[src/rtl/multiplier_seq_16bits_pkg.sv]
// Shared constants for the sequential multiply/divide blocks: FSM state encoding and default width.
package multiplier_seq_16bits_pkg;

    localparam int DEFAULT_WIDTH = 16;

    typedef enum logic [1:0] {
        ST_IDLE = 2'd0,
        ST_BUSY = 2'd1,
        ST_DONE = 2'd2
    } state_e;

endpackage

[src/rtl/multiplier_seq_16bits_if.sv]
// Start/done handshake bundle for the sequential multiplier; the master drives operands, the slave returns the product.
interface multiplier_seq_16bits_if #(
    parameter int WIDTH = 16
);
    localparam int PW = 2 * WIDTH;
    localparam int IW = $clog2(WIDTH + 1);

    logic          start;
    logic [WIDTH-1:0] a;
    logic [WIDTH-1:0] b;
    logic          busy;
    logic          done;
    logic [PW-1:0] product;
    logic [IW-1:0] iter;

    modport master (
        output start, a, b,
        input  busy, done, product, iter
    );

    modport slave (
        input  start, a, b,
        output busy, done, product, iter
    );

endinterface

[src/rtl/multiplier_seq_16bits_dp.sv]
// Shift-add datapath: accumulator, shifting multiplicand and multiplier; one partial product per step.
// acc_nxt is the combinational result of the current step so the final sum can be captured on the last edge.
module mult_shift_add_dp #(
    parameter int WIDTH = 16
) (
    input  logic               clk,
    input  logic               rst,
    input  logic               load,
    input  logic               step,
    input  logic [WIDTH-1:0]   a,
    input  logic [WIDTH-1:0]   b,
    output logic [2*WIDTH-1:0] acc_nxt
);
    localparam int PW = 2 * WIDTH;

    logic [PW-1:0]    acc_q, acc_d;
    logic [PW-1:0]    mcand_q, mcand_d;
    logic [WIDTH-1:0] mplier_q, mplier_d;

    assign acc_nxt = mplier_q[0] ? acc_q + mcand_q : acc_q;

    always_comb begin
        acc_d    = acc_q;
        mcand_d  = mcand_q;
        mplier_d = mplier_q;
        if (load) begin
            acc_d    = '0;
            mcand_d  = {{WIDTH{1'b0}}, a};
            mplier_d = b;
        end else if (step) begin
            acc_d    = acc_nxt;
            mcand_d  = mcand_q << 1;
            mplier_d = mplier_q >> 1;
        end
    end

    always_ff @(posedge clk) begin
        if (rst) begin
            acc_q    <= '0;
            mcand_q  <= '0;
            mplier_q <= '0;
        end else begin
            acc_q    <= acc_d;
            mcand_q  <= mcand_d;
            mplier_q <= mplier_d;
        end
    end

endmodule

[src/rtl/multiplier_seq_16bits.sv]
// Sequential unsigned shift-add multiplier: product valid WIDTH edges after an accepted start.
// Start is only taken in IDLE/DONE, so a held start re-launches the moment DONE is reached.
module multiplier_seq_16bits
    import multiplier_seq_16bits_pkg::*;
#(
    parameter int WIDTH = DEFAULT_WIDTH
) (
    input  logic                   clk,
    input  logic                   rst,
    multiplier_seq_16bits_if.slave bus
);
    localparam int PW = 2 * WIDTH;
    localparam int IW = $clog2(WIDTH + 1);

    state_e        state_q, state_d;
    logic          busy_q, busy_d;
    logic          done_q, done_d;
    logic [IW-1:0] iter_q, iter_d;
    logic [PW-1:0] product_q, product_d;
    logic [PW-1:0] acc_nxt;
    logic          dp_load, dp_step;

    mult_shift_add_dp #(.WIDTH(WIDTH)) u_dp (
        .clk     (clk),
        .rst     (rst),
        .load    (dp_load),
        .step    (dp_step),
        .a       (bus.a),
        .b       (bus.b),
        .acc_nxt (acc_nxt)
    );

    always_comb begin
        state_d   = state_q;
        busy_d    = busy_q;
        done_d    = done_q;
        iter_d    = iter_q;
        product_d = product_q;
        dp_load   = 1'b0;
        dp_step   = 1'b0;
        case (state_q)
            ST_IDLE, ST_DONE: begin
                // product is deliberately left alone so the last result stays readable
                if (bus.start) begin
                    dp_load = 1'b1;
                    state_d = ST_BUSY;
                    busy_d  = 1'b1;
                    done_d  = 1'b0;
                    iter_d  = '0;
                end
            end
            ST_BUSY: begin
                dp_step = 1'b1;
                iter_d  = iter_q + IW'(1);
                if (iter_q == IW'(WIDTH - 1)) begin
                    product_d = acc_nxt;
                    done_d    = 1'b1;
                    busy_d    = 1'b0;
                    state_d   = ST_DONE;
                end
            end
            default: begin
                state_d = ST_IDLE;
                busy_d  = 1'b0;
                done_d  = 1'b0;
            end
        endcase
    end

    always_ff @(posedge clk) begin
        if (rst) begin
            state_q   <= ST_IDLE;
            busy_q    <= 1'b0;
            done_q    <= 1'b0;
            iter_q    <= '0;
            product_q <= '0;
        end else begin
            state_q   <= state_d;
            busy_q    <= busy_d;
            done_q    <= done_d;
            iter_q    <= iter_d;
            product_q <= product_d;
        end
    end

    assign bus.busy    = busy_q;
    assign bus.done    = done_q;
    assign bus.product = product_q;
    assign bus.iter    = iter_q;

endmodule

[src/flat_wrapper.sv]
// flat-port wrapper written by rule: the top's interface ports become plain ports
module multiplier_seq_16bits_flat import multiplier_seq_16bits_pkg::*;
#(
    parameter int WIDTH = DEFAULT_WIDTH
)
  (clk, rst, bus_start, bus_a, bus_b, bus_busy, bus_done, bus_product, bus_iter);
  multiplier_seq_16bits_if #(.WIDTH(WIDTH)) bus_i ();
  input  logic clk;
  input  logic rst;
  input wire logic [$bits(bus_i.start)-1:0] bus_start;
  input wire logic [$bits(bus_i.a)-1:0] bus_a;
  input wire logic [$bits(bus_i.b)-1:0] bus_b;
  output wire logic [$bits(bus_i.busy)-1:0] bus_busy;
  output wire logic [$bits(bus_i.done)-1:0] bus_done;
  output wire logic [$bits(bus_i.product)-1:0] bus_product;
  output wire logic [$bits(bus_i.iter)-1:0] bus_iter;
  assign bus_i.start = bus_start;
  assign bus_i.a = bus_a;
  assign bus_i.b = bus_b;
  assign bus_busy = bus_i.busy;
  assign bus_done = bus_i.done;
  assign bus_product = bus_i.product;
  assign bus_iter = bus_i.iter;
  multiplier_seq_16bits #(.WIDTH(WIDTH)) u_core (.clk(clk), .rst(rst), .bus(bus_i));
endmodule
[config.mk]
export PLATFORM = sky130hd
export DESIGN_NAME = multiplier_seq_16bits_flat
export DESIGN_NICKNAME = d
export VERILOG_FILES = /design/src/rtl/multiplier_seq_16bits_pkg.sv /design/src/rtl/multiplier_seq_16bits_if.sv /design/src/rtl/multiplier_seq_16bits_dp.sv /design/src/rtl/multiplier_seq_16bits.sv /design/src/flat_wrapper.sv
export SDC_FILE = /design/constraint.sdc
export NUM_CORES = 1
export LEC_CHECK = 0
export ABC_AREA = 1
export CORE_MARGIN = 4
export CORE_UTILIZATION = 50
export DETAILED_ROUTE_END_ITERATION = 10
export GPL_TIMING_DRIVEN = 0
export PLACE_DENSITY = 0.69
export RECOVER_POWER = 50
export SLEW_MARGIN = 15
export SYNTH_ARGS = -nofsm -noshare
export SYNTH_HDL_FRONTEND = slang
export SYNTH_SLANG_ARGS = --single-unit
export TNS_END_PERCENT = 10
[constraint.sdc]
create_clock -name clk -period 5.1 [get_ports clk]
set_input_delay 1.02 -clock clk [delete_from_list [all_inputs] [get_ports clk]]
set_output_delay 1.02 -clock clk [all_outputs]
set_load 0.02 [all_outputs]
# Yosys cells after proc, flatten, opt, wreduce, memory -nomap -nowiden
# Index checks and enable logic that the tools add are counted.
[totals] in_bits=35 ff_bits=121 output_inout_bits=39 elab_cells=43
[op_classes] n_addsub=2 n_reduce_logical=8 eq_ne=5 muxes=19
[op_table] cell="16-bit 2-to-1 mux" count=4
[op_table] cell="32-bit adder" count=1
[op_table] cell="32-bit 2-to-1 mux" count=1
[op_table] cell="5-bit one-hot mux with 2 select lines" count=1
[op_table] cell="1-bit 2-to-1 mux" count=7
[op_table] cell="2-bit AND reduction" count=3
[op_table] cell="5-bit by 1-bit adder with 5-bit output, second input constant" count=1
[op_table] cell="5-bit by 4-bit == test with 1-bit output, second input constant" count=1
[op_table] cell="5-bit 2-to-1 mux" count=1
[op_table] cell="2-bit 2-to-1 mux" count=2
[op_table] cell="1-bit one-hot mux with 2 select lines" count=2
[op_table] cell="2-bit one-hot mux with 2 select lines" count=1
[op_table] cell="2-bit nonzero test" count=2
[op_table] cell="2-bit OR reduction" count=2
[op_table] cell="2-bit by 1-bit == test with 1-bit output, second input constant" count=1
[op_table] cell="2-bit == test, second input constant" count=1
[op_table] cell="2-bit logical NOT" count=1
[op_table] cell="2-bit by 1-bit inequality test with 1-bit output, second input constant" count=1
[op_table] cell="2-bit inequality test, second input constant" count=1

# Depth between registers and ports, before layout
[logic_depth] depth_word=4 depth_mapped=14 depth_no_buf=14

# Hierarchy
# From an unflattened synthesis, not the netlist that was laid out.
[unflattened] hier_cells=1184 area_unflattened_um2=7435.9
[modules_own_cells] module="mult_shift_add_dp" area_each_um2=5831.8 cells_each=986 instances=1 seq_area_each_um2=1601.5
[modules_own_cells] module="multiplier_seq_16bits" area_each_um2=1604.0 cells_each=198 instances=1 seq_area_each_um2=800.8

# Worst setup path after synthesis
# OpenSTA, ideal clock, no wires.
[synth_path] kind="input -> register" start="in bus_start" end="reg u_core.u_dp.mplier_q[0]" setup_time_ps=95 setup_slack_ps=3091 t_arrival_ps=1914 path_stages=7 required_ps=5005 path_cell_list="inv_1 > nor2_1 > bufinv_8 > nand2_8 > inv_2 > buf_2 > a221oi_1"
[synth_between] elab_chain_cells=3 word_cells_on_any_way=4 classes_between="3 x mux; 1 x reduce/logical"
[synth_lines] element="start, declared" line_no="flat_wrapper.sv:10" rtl="input wire logic [$bits(bus_i.start)-1:0] bus_start;"
[synth_lines] element="1-bit 2-to-1 mux (*)" line_no="multiplier_seq_16bits.sv:44" rtl="if (bus.start) begin"
[synth_lines] element="1-bit 2-to-1 mux (*)" line_no="multiplier_seq_16bits.sv:41" rtl="case (state_q)"
[synth_lines] element="16-bit 2-to-1 mux or 2-bit nonzero test (tied branches)"
[synth_lines] element="end signal, assigned" line_no="multiplier_seq_16bits_dp.sv:45" rtl="mplier_q <= mplier_d;"
[synth_lines] element="end, declared" line_no="multiplier_seq_16bits_dp.sv:18" rtl="logic [WIDTH-1:0] mplier_q, mplier_d;"
# Mark *: on every way between the ends. The rest lies on a longest branch, timed or not.
# A chain may end at the register's enable or synchronous reset.

# Worst setup path in the final report
[layout_path] start="in bus_start" end="reg u_core.u_dp.mplier_q[12]"
# The elaborated chain is that of the path after synthesis.

==> flow_summary_export.csv <==
group,metric,value,unit
status,status,"completed",
power,ir_drop,0.0002496,V
detailed_routing,route.antenna.remaining_nets,0,
cts,numCtsBuffers,17,
synth,synthesis.nets,1230,
synth,async_flop_share,0,%
power,total_leakage_power,4.469,nW
cells_and_area,layout.nets,1321,
synth,syn_area,0.007463,sq mm
die,initial_core_util,51.16,%
job,maxCapViolations,0,
timing,slew_headroom,50.08,%
timing,hold_violations,0,
placed_design,gp_congestion,0.9453,
die,fp.dieH,130.2,um
cts,htreeDepth,4,
cells_and_area,drive_gt1_share,5.780,%
setup_path,endpoint_kind,"register",
synth,synth_warnings,0,
timing,max_freq,320.8,MHz
setup_path,max_stage_delay,0.52,ns
timing,tightest_slew,0.7487,ns
die,coreArea,0.01459,sq mm
cells_and_area,final_common_cell,"nand2_1",
detailed_routing,drt-initial-drc-count,597,
synth,ys_seq_area_share,32.19,%
timing,fin_crit_sh,61.11,%
placed_design,port_buffers,72,
synth,yosys_register_bits,120,
setup_path,path_cells,"dlygate4sd3_1 > inv_1 > nor2_1 > clkinvlp_2 > nand2_1 > inv_1 > clkbuf_1 > a221oi_1",
setup_path,worstPathArrival,3.44,ns
cts,cts_hold_buffers,0,
detailed_routing,wl,22.36,mm
timing,slew_violations,0,
detailed_routing,drt_pass1_iterations,7,
grt,grt_pass1_wl,35.58,mm
cells_and_area,layout-area-overhead-vs-synth,20.08,%
grt,grt_overflow,0,
placed_design,hpwl,17.12,mm
synth,synth-edff-count,0,
cts,cts_root_buffer,"clkbuf_16",
timing,rsz0062_at_grt,"no",
synth,syn_inst,1161,
synth,synth.avg_cell_area,6.428,sq um
setup_path,cp_slowest_cell,"dlygate4sd3_1",
grt,grt_max_degree,17,
timing,final.min_clock_period,3.117,ns
cts,clk_path_buf_depth,2,
cells_and_area,final_area,0.008962,sq mm
setup_path,start_kind,"primary input",
grt,track_usage,27.32,%
cts,clkLatencyLatePin,0.43,ns
cts,cts-resized-gates,0,
detailed_routing,vias,7460,
detailed_routing,wl_per_cell,15.45,um
synth,synth-main-ff-cell,"dfxtp_1",
cts,clock_sinks,120,
die,die-area,0.01695,sq mm
synth,synth_cell_types,39,
setup_path,crit_fanout,10,
die,die_x,130.2,um
setup_path,path_class,"in2reg",
cells_and_area,mostFrequentLayoutCells,"334 x nand2_1, 205 x inv_1, 120 x dfxtp_1",
cts,post-cts-setup-buffers,0,
setup_path,path_common_cell,"inv_1",
grt,grt_pass1_vias,6829,
detailed_routing,drc_errors,0,
cts,cts_tree,"done",
die,rows,44,
grt,antenna_found_initial,0,
die,ioPinCount,74,
power,p_per_area,294.4,mW/mm^2
cts,path_clk_slew,0.06,ns
detailed_routing,via_per_inst,5.155,
placed_design,place_area,0.008414,sq mm
setup_path,critPathRequiredTime,5.42,ns
timing,setup_viol,0,
timing,setup_tns,0,ns
hold_path,hp-class,"reg2reg",
cells_and_area,diodes,0,
timing,clock_skew,0.01330,ns
==> kinds of logic after synthesis <==
group	after synthesis	synth area share, %
flops	120	32.19
buf+inv	254	13.48
simple gates	551	31.52
compound gates	190	15.61
xor+xnor	12	1.408
fa+ha+maj	34	5.801
==> metal layers <==
metal / vias up / track usage (%) / share of wire, %
li1: 3851 / - / -
met1: 3355 / 39.36 / 49
met2: 231 / 41.40 / 43
met3: 23 / 6.058 / 6.2
met4: 0 / 7.029 / 1.5
met5: - / 0 / 0
==> final timing paths <==
check                                   startpoint                        to  slack, ns  cells after the start
worst max-delay path                     bus_start  u_core.u_dp.mplier_q[12]       1.98                      8
worst min-delay path               u_core.bus.busy           u_core.bus.busy       0.47                      2
worst max register to register  u_core.bus.iter[0]    u_core.bus.product[31]       2.32                     11
worst min register to register     u_core.bus.busy           u_core.bus.busy       0.47                      2
==> state kept, by name (all words and copies together) (netlist names) <==
signal / flops
u_core.bus.busy: 1
u_core.bus.done: 1
u_core.bus.iter: 5
u_core.bus.product: 32
u_core.state_q: 1
u_core.u_dp.acc_q: 32
u_core.u_dp.mcand_q: 32
u_core.u_dp.mplier_q: 16
==> cell type report <==
cell class | instances | area (sq um)
Tap cell | 184 | 230.2
Multi-Input combinational cell | 787 | 4026
Timing Repair Buffer | 72 | 720.7
Fill cell | 1399 | 5627
Clock inverter | 10 | 142.6
Buffer | 42 | 176.4
Inverter | 212 | 797.0
Clock buffer | 20 | 466.7
Sequential cell | 120 | 2402
==> power breakdown <==
part / internal (W) / total [W] / switching (W)
registers: 0.000982 / 0.00102 / 0.0000343
logic: 0.000128 / 0.000366 / 0.000239
clock network: 0.000803 / 0.00126 / 0.000453
total: 0.00191 / 0.00264 / 0.000726
==> synthesized netlist by cell type, drive strengths merged, types with 7 or more instances <==
cell / count / area share [%]
inv: 209 / 11
nor2: 103 / 5.6
buf: 18 / 1.4
xor2: 7 / 0.82
clkbuf: 24 / 1.2
o211ai: 8 / 0.80
nand3: 91 / 6.9
o21ai: 61 / 4.1
ha: 33 / 5.5
dfxtp: 120 / 32
o21bai: 9 / 0.96
nand2: 343 / 18
a21oi: 56 / 3.8
o21a: 25 / 2.5
a221oi: 24 / 2.8
==> through the flow <==
| stage | total power [W] | hold slack (ns) | cells | setup WS (ns) | util, % |
|---|---|---|---|---|---|
| 6_report | 0.002638 | 0.4741 | 1447 | 1.983 | 61.43 |
| 5_1_grt | 0.002739 | 0.4954 | 1447 | 1.758 | 61.43 |
| 4_1_cts | 0.002651 | 0.4683 | 1447 | 2.542 | 61.85 |
| 3_5_place_dp | 0.001402 | 0.4560 | 1417 | 2.124 | 57.68 |
| 3_3_place_gp | 0.001398 | 0.4504 | 1417 | 2.192 | 57.68 |
| 2_1_floorplan | 0.001273 | 0.4362 | 1161 | 3.091 | - |
==> worst max-delay path, delay by kind of cell <==
family / cells / cell delay, ns
AOI/OAI and AO/OA: 1 / 0.31
buffers and inverters: 5 / 1.50
and+or+nand+nor: 2 / 0.60
Power figures use the tool's default switching activity.
